`src/rtl/dtc_pkg.sv`:
```
// Shared types and defaults for the multi-channel digital-to-time converter.
// The DELAY state is used only when DTC_DELAY_EN is defined.
package dtc_pkg;

  localparam int unsigned DEF_WIDTH    = 8;
  localparam int unsigned DEF_CHANNELS = 4;
  localparam int unsigned STATE_W      = 2;

  typedef enum logic [STATE_W-1:0] {
    ST_IDLE   = 2'd0,
    ST_DELAY  = 2'd1,
    ST_ACTIVE = 2'd2
  } state_e;

endpackage

```
`src/rtl/dtc_channel.sv`:
```
// One DTC channel: latches a code on a trig rising edge and drives a pulse exactly code cycles long.
// With DTC_DELAY_EN defined, a latched start delay inserts a DELAY phase before the pulse.
module dtc_channel
  import dtc_pkg::*;
#(
  parameter int unsigned WIDTH = DEF_WIDTH
) (
  input  logic             clk,
  input  logic             rst_n,
  input  logic [WIDTH-1:0] code_in,
`ifdef DTC_DELAY_EN
  input  logic [WIDTH-1:0] dly_in,
`endif
  input  logic             trig,
  input  logic             abort,
  input  logic             clr_ovr,
  output logic             dtc_out,
  output logic             busy,
  output logic             done,
  output logic             overrun
);

  state_e           state_q, state_d;
  logic [WIDTH-1:0] cnt_q, cnt_d;
  logic             out_q, out_d;
  logic             busy_q, busy_d;
  logic             done_q, done_d;
  logic             ovr_q, ovr_d;
  logic             trig_q, trig_d;
`ifdef DTC_DELAY_EN
  logic [WIDTH-1:0] code_q, code_d;
`endif

  logic trig_rise;
  assign trig_rise = trig & ~trig_q;

  always_comb begin
    state_d = state_q;
    cnt_d   = cnt_q;
    out_d   = out_q;
    busy_d  = busy_q;
    done_d  = 1'b0;
    trig_d  = trig;
    ovr_d   = ovr_q & ~clr_ovr;
`ifdef DTC_DELAY_EN
    code_d  = code_q;
`endif
    // The done cycle still counts as busy; abort suppresses the overrun.
    if (trig && !abort && (busy_q || done_q)) begin
      ovr_d = 1'b1;
    end

    unique case (state_q)
      ST_IDLE: begin
        if (trig_rise && !abort && !done_q) begin
`ifdef DTC_DELAY_EN
          code_d = code_in;
          if (dly_in != '0) begin
            state_d = ST_DELAY;
            cnt_d   = dly_in;
            busy_d  = 1'b1;
          end else
`endif
          if (code_in != '0) begin
            state_d = ST_ACTIVE;
            cnt_d   = code_in;
            out_d   = 1'b1;
            busy_d  = 1'b1;
          end else begin
            done_d = 1'b1;
          end
        end
      end
`ifdef DTC_DELAY_EN
      ST_DELAY: begin
        if (abort) begin
          state_d = ST_IDLE;
          cnt_d   = '0;
          busy_d  = 1'b0;
        end else if (cnt_q <= WIDTH'(1)) begin
          if (code_q != '0) begin
            state_d = ST_ACTIVE;
            cnt_d   = code_q;
            out_d   = 1'b1;
          end else begin
            state_d = ST_IDLE;
            cnt_d   = '0;
            busy_d  = 1'b0;
            done_d  = 1'b1;
          end
        end else begin
          cnt_d = cnt_q - WIDTH'(1);
        end
      end
`endif
      ST_ACTIVE: begin
        if (abort) begin
          state_d = ST_IDLE;
          cnt_d   = '0;
          out_d   = 1'b0;
          busy_d  = 1'b0;
        end else if (cnt_q <= WIDTH'(1)) begin
          state_d = ST_IDLE;
          cnt_d   = '0;
          out_d   = 1'b0;
          busy_d  = 1'b0;
          done_d  = 1'b1;
        end else begin
          cnt_d = cnt_q - WIDTH'(1);
        end
      end
      default: begin
        state_d = ST_IDLE;
        cnt_d   = '0;
        out_d   = 1'b0;
        busy_d  = 1'b0;
      end
    endcase
  end

  always_ff @(posedge clk or negedge rst_n) begin
    if (!rst_n) begin
      state_q <= ST_IDLE;
      cnt_q   <= '0;
      out_q   <= 1'b0;
      busy_q  <= 1'b0;
      done_q  <= 1'b0;
      ovr_q   <= 1'b0;
      trig_q  <= 1'b0;
`ifdef DTC_DELAY_EN
      code_q  <= '0;
`endif
    end else begin
      state_q <= state_d;
      cnt_q   <= cnt_d;
      out_q   <= out_d;
      busy_q  <= busy_d;
      done_q  <= done_d;
      ovr_q   <= ovr_d;
      trig_q  <= trig_d;
`ifdef DTC_DELAY_EN
      code_q  <= code_d;
`endif
    end
  end

  assign dtc_out = out_q;
  assign busy    = busy_q;
  assign done    = done_q;
  assign overrun = ovr_q;

endmodule

```
`src/rtl/dtc_multi.sv`:
```
// Multi-channel DTC top: slices the code/control buses into independent channels.
// Optional start delay (dly_in port) is enabled by defining DTC_DELAY_EN.
module dtc_multi
  import dtc_pkg::*;
#(
  parameter int unsigned WIDTH    = DEF_WIDTH,
  parameter int unsigned CHANNELS = DEF_CHANNELS
) (
  input  logic                      clk,
  input  logic                      rst,
  input  logic [CHANNELS*WIDTH-1:0] dtc_in,
`ifdef DTC_DELAY_EN
  input  logic [CHANNELS*WIDTH-1:0] dly_in,
`endif
  input  logic [CHANNELS-1:0]       trig,
  input  logic [CHANNELS-1:0]       abort,
  input  logic                      clr_ovr,
  output logic [CHANNELS-1:0]       dtc_out,
  output logic [CHANNELS-1:0]       busy,
  output logic [CHANNELS-1:0]       done,
  output logic [CHANNELS-1:0]       overrun
);

  for (genvar c = 0; c < CHANNELS; c++) begin : g_ch
    dtc_channel #(.WIDTH(WIDTH)) u_ch (
      .clk     (clk),
      .rst_n   (rst),
      .code_in (dtc_in[c*WIDTH +: WIDTH]),
`ifdef DTC_DELAY_EN
      .dly_in  (dly_in[c*WIDTH +: WIDTH]),
`endif
      .trig    (trig[c]),
      .abort   (abort[c]),
      .clr_ovr (clr_ovr),
      .dtc_out (dtc_out[c]),
      .busy    (busy[c]),
      .done    (done[c]),
      .overrun (overrun[c])
    );
  end

endmodule

```
`config.mk`:
```
export PLATFORM = sky130hd
export DESIGN_NAME = dtc_multi
export DESIGN_NICKNAME = d
export VERILOG_FILES = /design/src/rtl/dtc_pkg.sv /design/src/rtl/dtc_channel.sv /design/src/rtl/dtc_multi.sv
export SDC_FILE = /design/constraint.sdc
export NUM_CORES = 1
export LEC_CHECK = 0
export ABC_CLOCK_PERIOD_IN_PS = 2400
export CAP_MARGIN = 15
export CORE_ASPECT_RATIO = 0.7
export CORE_MARGIN = 4
export CORE_UTILIZATION = 45
export CTS_CLUSTER_DIAMETER = 120
export DETAILED_ROUTE_END_ITERATION = 16
export GPL_TIMING_DRIVEN = 0
export PLACE_DENSITY = 0.71
export SYNTH_ARGS = -nofsm -noshare
export SYNTH_HDL_FRONTEND = slang
export SYNTH_SLANG_ARGS = --single-unit
```
`constraint.sdc`:
```
create_clock -name clk -period 2.4 [get_ports clk]
set_input_delay 0.6 -clock clk [delete_from_list [all_inputs] [get_ports clk]]
set_output_delay 0.6 -clock clk [all_outputs]
set_load 0.05 [all_outputs]
```
==> results.tsv <==
metric	value	unit
cts_tree	built	
cts-buffers-inserted	5	
async_flop_share	1.00	
p_leak	1.62	nW
fin_util	0.604	
drcViolationCount	0	
vdd_drop_max	481	uV
antennaDiodeCount	0	
finalClockSkew	0.00726	ns
hold_path_class	primary input to async pin	
yosys_register_bits	48	
synth_edf_count	0	
synth_area_leaders	dfrtp_1 39%, buf_4 4.2%, inv_1 3.8%, nor2_1 3.8%, o21ai_0 3.6%	
status	finished clean	
dp.cells	487	
overflow	0	
postCtsResizedCells	0	
syn_inst	337	
die_h	77.1	um
synth.avg_cell_area	9.12	um^2
worstMarginPinSlew	0.672	ns
cts-root-buf	clkbuf_8	
layout.cells.non_filler	495	
rsz0062_at_grt	no	
critPathLaunchType	primary input	
path_buf_inv	2	
drtIter0Drc	162	
synth.distinct_cells	57	
htree_levels	2	
setup-violations-final	0	
grt_pass1_wl	13300	um
endpoint_kind	flop	
crit_required	2.57	ns
critical_path.slowest_cell	or4b_4	
io_buffers	58	
grt_usage	0.193	
synth_top_area_share	0.391	
nFillCells	579	
synthToLayoutAreaGrowth	26.4	%
fin_crit_sh	0.957	
coreArea	6430	um^2
drive_gt1_frac	0.119	
clock_path_buffers	2	
layout_setup_ws	0.103	ns
path_clk_slew	0.09	ns
firstDrtPassIters	4	
fin_nets	454	
grt_pass1_vias	2766	
wl_per_cell	15.9	um
via_count	2903	
place.gp.congestion	0.951	
ys_seq_area_frac	0.391	
r2r_slack	0.37	ns
clock_latency	0.29	ns
via_per_inst	5.86	
die_x	107	um
r2r_end	g_ch[2].u_ch.cnt_q[7]$_DFFE_PN0P_	
synth_fp_nets	388	
pre_cts_slack	-0.320	ns
p_per_area	1100	nW/um^2
ios	59	
slew_violations	0	
mostFrequentLayoutCells	55 x clkdlybuf4s50_1, 48 x dfrtp_1, 31 x inv_1, 31 x nor2_1, 21 x o21ai_0	
die-area	8240	um^2
yosys_most_used_dff	dfrtp_1	
r2r_cells	7	
dp_hpwl	5930	um
hold_buffers	0	
initial_utilization	0.478	
multi_input_area	1600	um^2
seq_area	1200	um^2
max_cap_violations	0	
grt_max_degree	30	
detail-route-antenna-nets	0	
yosysTopAreaCell	dfrtp_1	
timing.fmax	0.435	GHz
rr_startpoint	g_ch[2].u_ch.cnt_q[0]$_DFFE_PN0P_	
cp_cell_sequence	clkdlybuf4s50_1, or4b_4, a32o_2, clkbuf_1, o21ai_1, o21ai_0	
final_hold_viol_count	0	
layout_commonest_cell	clkdlybuf4s50_1	
postCtsSetupBuffers	0	
slew_headroom	0.549	
yosysWarnings	0	
cp.arrival	2.46	ns
synth_area	3070	um^2
holdWs	0.254	ns
rows	24	
path_max_fanout	10	
layout_min_cycle_time	2.30	ns
max_stage_delay	0.57	ns
antenna_found_initial	0	
crit_family	buffers and inverters	
wl	7860	um
criticalPathCategory	primary input to flop	
cts.sinks	48	
[synth_stat cells (7+ instances only)]
master    instances
nor2_1           31
o21ai_0          22
a21oi_1          15
ha_1              8
nand2_1           7
nor4_1            9
a32oi_1           7
o22ai_1           8
o32ai_1           9
nand3_1          12
nor3_1           15
inv_1            31
dfrtp_1          48
buf_4            17
nand2b_1          8
clkbuf_1          7
[how the worst max path moves through the flow]
stage               slack, ns                                 to  depth (start not counted)      from
floorplan                0.41  g_ch[0].u_ch.cnt_q[3]$_DFFE_PN0P_                          4  abort[0]
global placement        -0.74  g_ch[1].u_ch.cnt_q[0]$_DFFE_PN0P_                          1       rst
detailed placement      -0.32  g_ch[3].u_ch.cnt_q[5]$_DFFE_PN0P_                          6  abort[3]
CTS                     0.004  g_ch[3].u_ch.cnt_q[5]$_DFFE_PN0P_                          6  abort[3]
global route            0.009  g_ch[1].u_ch.cnt_q[3]$_DFFE_PN0P_                          5  abort[1]
finish                   0.10  g_ch[0].u_ch.cnt_q[4]$_DFFE_PN0P_                          6  abort[0]
[worst register-to-register path: stages (launching register included)]
cell and delay (ns):
dfrtp_1 0.48, inv_1 0.07, ha_1 0.30, or2_2 0.30
clkbuf_1 0.17, a2111o_1 0.38, a21oi_1 0.15, a221o_1 0.12
[layer usage]
layer,vias to the layer above,wire length (um),part of all wire,global-route usage
met5,-,0,0,0
met4,0,27,0.0034,0.0255
met3,4,519,0.066,0.0470
met2,106,3580,0.45,0.286
met1,1399,3740,0.48,0.292
li1,1394,-,-,-
[stage by stage]
stage	TNS, ns	area [um^2]	total power, mW
global placement	-38.48	3770	3.70
CTS	0	3870	4.27
finish	0	3880	4.28
floorplan	0	3070	3.10
detailed placement	-3.84	3780	3.75
global route	0	3880	4.62
[state kept, by name, indices dropped and copies added (netlist names)]
signal,count
g_ch.u_ch.cnt_q,32
g_ch.u_ch.done,4
g_ch.u_ch.dtc_out,2
g_ch.u_ch.overrun,4
g_ch.u_ch.state_q,2
g_ch.u_ch.trig_q,4
[report_power, final]
part           total (mW)  internal, mW  switching (mW)
clock               0.509         0.231           0.278
combinational        2.34         0.983            1.36
sequential           1.43          1.09           0.344
[kinds of logic (layout without fill, tap and decap cells)]
kind of cell	Yosys count	count (layout)	synth area share
AO/OA/AOI/OAI	107	107	0.265
AND/OR/NAND/NOR	116	116	0.217
buffers and inverters	57	124	0.0908
flip-flops	48	48	0.391
multiplexers	1	1	0.00326
adder cells (fa/ha/maj)	8	8	0.0326
[cell type report]
cell class / instances / area share
sequential: 48 / 0.309
inverter: 32 / 0.0309
buffer: 25 / 0.0409
clock buffer: 6 / 0.0213
timing repair buffer: 59 / 0.155
tap: 91 / 0.0293
clock inverter: 2 / 0.00258
multi-input combinational: 232 / 0.411
Note: power is estimated with default switching activity, not from simulation.
